--- config.mk ---
export PLATFORM = sky130hd
export DESIGN_NAME = varredura_matriz
export DESIGN_NICKNAME = d
export VERILOG_FILES = /design/src/rtl/varredura_matriz.sv
export SDC_FILE = /design/constraint.sdc
export NUM_CORES = 1
export LEC_CHECK = 0
export ABC_AREA = 1
export BUFFER_PORTS_ARGS = -buffer_cell sky130_fd_sc_hd__buf_4
export CAP_MARGIN = 10
export CORE_ASPECT_RATIO = 0.5
export CORE_UTILIZATION = 45
export CTS_CLUSTER_SIZE = 25
export DETAILED_ROUTE_END_ITERATION = 10
export GPL_ROUTABILITY_DRIVEN = 0
export PLACE_DENSITY = 0.74
export RECOVER_POWER = 50
export SYNTH_ARGS = -nofsm -noshare
export SYNTH_HDL_FRONTEND = slang
export SYNTH_SLANG_ARGS = --single-unit
--- constraint.sdc ---
create_clock -name clk -period 1.3 [get_ports clk]
set_input_delay 0.13 -clock clk [delete_from_list [all_inputs] [get_ports clk]]
set_output_delay 0.13 -clock clk [all_outputs]
set_load 0.005 [all_outputs]
--- src/rtl/varredura_matriz.sv ---
// Row-scan driver for a 7x5 LED matrix: row counter, blanking gap, and frame switching only at frame boundaries.
// Optional macro VARREDURA_BRILHO_EN adds a 3-bit `brilho` input that sets the lit fraction of each row.
module varredura_matriz #(
  parameter int DIV   = 4,
  parameter int BLANK = 1,
  parameter int ROWS  = 7
) (
  input  logic       clk,
  input  logic       reset,
  input  logic [4:0] colunas_in,
  input  logic [1:0] quadro_req,
  input  logic       quadro_valid,
`ifdef VARREDURA_BRILHO_EN
  input  logic [2:0] brilho,
`endif
  output logic       quadro_ready,
  output logic       quadro_ack,
  output logic [1:0] quadro_atual,
  output logic [2:0] contador,
  output logic [7:0] linhas,
  output logic [4:0] colunas,
  output logic       frame_start
);

  localparam logic [0:0] ST_BLANK = 1'b0;
  localparam logic [0:0] ST_SCAN  = 1'b1;

  // A zero blanking length behaves as a single blank cycle.
  localparam logic [7:0]  BLANK_M1 = (BLANK <= 1) ? 8'd0 : 8'(BLANK - 1);
  localparam logic [15:0] DIV_M1   = 16'(DIV - 1);
  localparam logic [2:0]  ROWS_M1  = 3'(ROWS - 1);

  logic [0:0]  state_q, state_d;
  logic [7:0]  blank_cnt_q, blank_cnt_d;
  logic [15:0] presc_q, presc_d;
  logic [2:0]  contador_q, contador_d;
  logic [7:0]  linhas_q, linhas_d;
  logic [4:0]  colunas_q, colunas_d;
  logic [1:0]  atual_q, atual_d;
  logic [1:0]  pend_q, pend_d;
  logic        ready_q, ready_d;
  logic        ack_q, ack_d;
  logic        fstart_q, fstart_d;

  always_comb begin
    state_d     = state_q;
    blank_cnt_d = blank_cnt_q;
    presc_d     = presc_q;
    contador_d  = contador_q;
    linhas_d    = linhas_q;
    colunas_d   = colunas_q;
    atual_d     = atual_q;
    pend_d      = pend_q;
    ready_d     = ready_q;
    ack_d       = 1'b0;
    fstart_d    = 1'b0;

    case (state_q)
      ST_BLANK: begin
        blank_cnt_d = blank_cnt_q + 8'd1;
        if (blank_cnt_q == BLANK_M1) begin
          state_d   = ST_SCAN;
          presc_d   = '0;
          colunas_d = colunas_in;
          linhas_d  = 8'd1 << contador_q;
          fstart_d  = (contador_q == 3'd0);
        end
      end
      default: begin
        presc_d = presc_q + 16'd1;
        if (presc_q == DIV_M1) begin
          state_d     = ST_BLANK;
          blank_cnt_d = '0;
          linhas_d    = '0;
          colunas_d   = '0;
          if (contador_q == ROWS_M1) begin
            contador_d = '0;
            // Frame boundary: swap in the pending frame so row 0 is the first row decoded from it.
            if (!ready_q) begin
              atual_d = pend_q;
              ready_d = 1'b1;
              ack_d   = 1'b1;
            end
          end else begin
            contador_d = contador_q + 3'd1;
          end
        end
      end
    endcase

    // Only possible while ready, so it never collides with the apply above.
    if (quadro_valid && ready_q) begin
      pend_d  = quadro_req;
      ready_d = 1'b0;
    end
  end

  always_ff @(posedge clk) begin
    if (reset) begin
      state_q     <= ST_BLANK;
      blank_cnt_q <= '0;
      presc_q     <= '0;
      contador_q  <= '0;
      linhas_q    <= '0;
      colunas_q   <= '0;
      atual_q     <= '0;
      pend_q      <= '0;
      ready_q     <= 1'b1;
      ack_q       <= 1'b0;
      fstart_q    <= 1'b0;
    end else begin
      state_q     <= state_d;
      blank_cnt_q <= blank_cnt_d;
      presc_q     <= presc_d;
      contador_q  <= contador_d;
      linhas_q    <= linhas_d;
      colunas_q   <= colunas_d;
      atual_q     <= atual_d;
      pend_q      <= pend_d;
      ready_q     <= ready_d;
      ack_q       <= ack_d;
      fstart_q    <= fstart_d;
    end
  end

`ifdef VARREDURA_BRILHO_EN
  logic [31:0] on_raw, on_time;
  logic        lit;

  // Gate is combinational on brilho so a change lands inside the current row.
  always_comb begin
    on_raw  = ((32'(brilho) + 32'd1) * 32'(DIV)) >> 3;
    on_time = (on_raw == 32'd0) ? 32'd1 : on_raw;
    lit     = (state_q == ST_SCAN) && ({16'd0, presc_q} < on_time);
  end

  assign linhas  = lit ? linhas_q  : '0;
  assign colunas = lit ? colunas_q : '0;
`else
  assign linhas  = linhas_q;
  assign colunas = colunas_q;
`endif

  assign contador     = contador_q;
  assign quadro_atual = atual_q;
  assign quadro_ready = ready_q;
  assign quadro_ack   = ack_q;
  assign frame_start  = fstart_q;

endmodule
==> metrics <==
Die Y 52.9 µm; Worst VDD drop 0.000729 V; sw power 952 µW; Yosys cell types 32; dominant cells by area after synthesis dfxtp_1, nand2_1, nor2_1; Fmax 712 MHz; mux share of post-synthesis cell area 0%; violated checks setup timing; first-pass GRT wire length 9.48 mm; worst hold path class in -> reg; max-cap viol count 0; CTS hold repair buffers 0; Combinational Power Share 18.9%; status finished, violations left; CTS clk-pin slew, worst paths 0.09 ns; sequential power share 42.1%; pre-CTS WS -0.0975 ns; largest net degree at the start of global routing 20; Initial Util 47.0%; RSZ-0062 raised after global routing true; routed vias/inst 5.19; drt wl/cell 13.7 µm; DRT iter0 DRCs 134; simple-gate share of the synthesized area 37.4%; Final #Nets 417; # H-tree levels 2; post-synthesis adder-cell area fraction 2.69%; Avg Cell Area, Syn 7.01 µm²; fin crit share 108%; setup violators final 28; minimum clock period 1.40 ns; register bit total from synthesis 48; CTS Sinks 48; Static Leak 0.00152 µW; Die W 104 µm; Pint 2830 µW; TritonCTS clock tree done; sequential share of the synthesized area 41.3%; dominant cell type by area after synthesis dfxtp_1; Post-synth EDFFs 0; fillers 355; die area 5480 µm²; layout cells sized above 1 44.2%; Core ar. 4950 µm²; syn_nets 347; setup ws final -0.105 ns; clock share of power 39.0%; ys async rst share 0%; largest family of logic cells by synthesized area simple AND/OR/NAND/NOR gates; Worst EP required 1.55 ns; Overflow after GRT 0; worst-skew pair later-pin latency 0.31 ns; clock tree buffer depth 2; Pwr Density 1110 nW/µm²; TritonCTS Buffers 5; Synth Area in Compound Gates 9.30%; final hold viol count 0; XOR/XNOR share of the synthesized area 0.753%; vias 2457; vias in the first global route 2212; count leader, synth nand2_1; cell area after synthesis 2330 µm²; post-synth top area share 41.3%; CP Capture Type flip-flop; Placed Area 2860 µm²; Max transition margin 76.8%; Pre-antenna DRT Iters 6; Slew Viols, Final 0; Worst Max-Slew Pin Slew 0.347 ns; Crit Path Category reg -> reg; final hold slack 0.0399 ns; antenna viol nets, final 0; final instance area 3420 µm²; HPWL after DPL 4.08 mm; IO Pins 31; gr usage total 22.0%; critical path launch point type flip-flop; diodes inserted 0; Clock Tree Root clkbuf_8; synthesized instance count 332; initial antenna violation count 0; DRC viols 0; Sw Ratio 25.2%; crit path max fanout 12; leading cell types by count after synthesis nand2_1, nor2_1, dfxtp_1; CP Data Arrival Time 1.65 ns; Synthesis Warnings 0; clk_skew 0.00896 ns; number of port buffers 30; Synth Flop Type dfxtp_1; Area growth syn-to-layout 47.0%; site row count 18; DRT Wirelength 6.49 mm
[logic make-up (layout without fill, tap and decap cells)]
family	Yosys count	after routing
DFF	48	48
xor gates and xnor gates	2	2
and+or+nand+nor	193	193
AOI/OAI and AO/OA	41	41
adders and majority gates	5	5
buffers and inverters	43	114
[stage by stage]
stage	power (µW)	setup TNS [ns]	utilization, %	std cells
detailed placement	2160	-1.16	57.8	460
CTS	3630	-0.0866	62.4	470
global route	3920	-3.38	69.1	473
finish	3780	-1.51	69.1	473
floorplan	1920	0	-	332
global placement	2140	-0.0222	57.8	460
[what timing repair did]
| action | in CTS | in global routing |
|---|---|---|
| gates cloned | 0 | 2 |
| pin swaps | 10 | 36 |
| setup endpoints to repair | 27 | 40 |
| buffers inserted | 2 | 1 |
| gates resized for setup | 18 | 92 |
[cell type report]
cell class | instances | area (µm²) | share of cell area, %
Inverter | 33 | 124 | 3.62
Sequential cell | 48 | 981 | 28.7
Multi-Input combinational cell | 241 | 1450 | 42.2
Clock buffer | 5 | 68.8 | 2.01
Tap cell | 70 | 87.6 | 2.56
Clock inverter | 3 | 90.1 | 2.63
Timing Repair Buffer | 73 | 626 | 18.3
[critical path: stages (launching register included)]
cell and delay (ns):
dfxtp_2 0.34, inv_2 0.06, ha_4 0.15, nand3_1 0.11, nor2_2 0.17, nand2_2 0.11, buf_6 0.17, inv_1 0.05
nand3_1 0.10, nand2_1 0.09
[metal layers]
layer	track usage, %	routed length [µm]	part of all wire (%)
met1	26.1	2800	43
met2	38.5	3170	49
met3	4.93	370	5.7
met4	11.9	150	2.3
met5	0	0	0
[registers in the layout, indices dropped and copies added (netlist names), 2 cells and up]
name and flops:
quadro_atual 2, blank_cnt_q 8, linhas 8, colunas 5, presc_q 16, contador 3, pend_q 2
[cell usage in the layout, fill, tap and decap left out, types with 2 or more instances in the layout]
cell type  Yosys  layout
or2_2          2       2
nand2_4        1       3
bufinv_16      0       3
ha_1           5       3
o21ai_1        3       5
clkbuf_8       0       5
buf_4          4      48
ha_4           0       2
nand3_1       32      26
inv_1         31      22
nand3b_1       3       3
nor2_4         0      11
dfxtp_1       48      34
xor2_1         2       2
o21ai_0        7       4
nor3_1         2       2
nor2_2         7      14
clkbuf_4       0      15
dfxtp_2        0      13
clkbuf_16      0       2
nand3_4        0       2
nand2_1       82      60
nor2_1        49      31
nor3_4         1       2
buf_6          3       6
nand3_2        2       6
nand4_1        7       7
inv_2          2      11
nor3b_1        2       2
nand2_2        1      21
a21oi_1       27      20
a21oi_2        1       7
[power by group through the flow]
stage          logic (µW)  clock network, µW  registers, µW
2_1_floorplan         312                  0           1610
3_5_place_dp          547                  0           1610
4_1_cts               554               1500           1580
6_report              716               1480           1590
3_3_place_gp          536                  0           1610
5_1_grt               776               1550           1600
[worst paths after layout]
| path | slack [ns] | end | cells after the start | from |
|---|---|---|---|---|
| setup reg to reg | -0.10 | linhas[0]$_SDFFE_PP0P_ | 9 | blank_cnt_q[1]$_SDFFE_PP0P_ |
| hold reg to reg | 0.45 | quadro_atual[0]$_SDFFE_PP0P_ | 2 | quadro_atual[0]$_SDFFE_PP0P_ |
| hold / removal | 0.04 | quadro_ready$_SDFFE_PP1P_ | 2 | quadro_valid |
| setup / recovery | -0.10 | linhas[0]$_SDFFE_PP0P_ | 9 | blank_cnt_q[1]$_SDFFE_PP0P_ |
(Power assumes the default switching activity.)
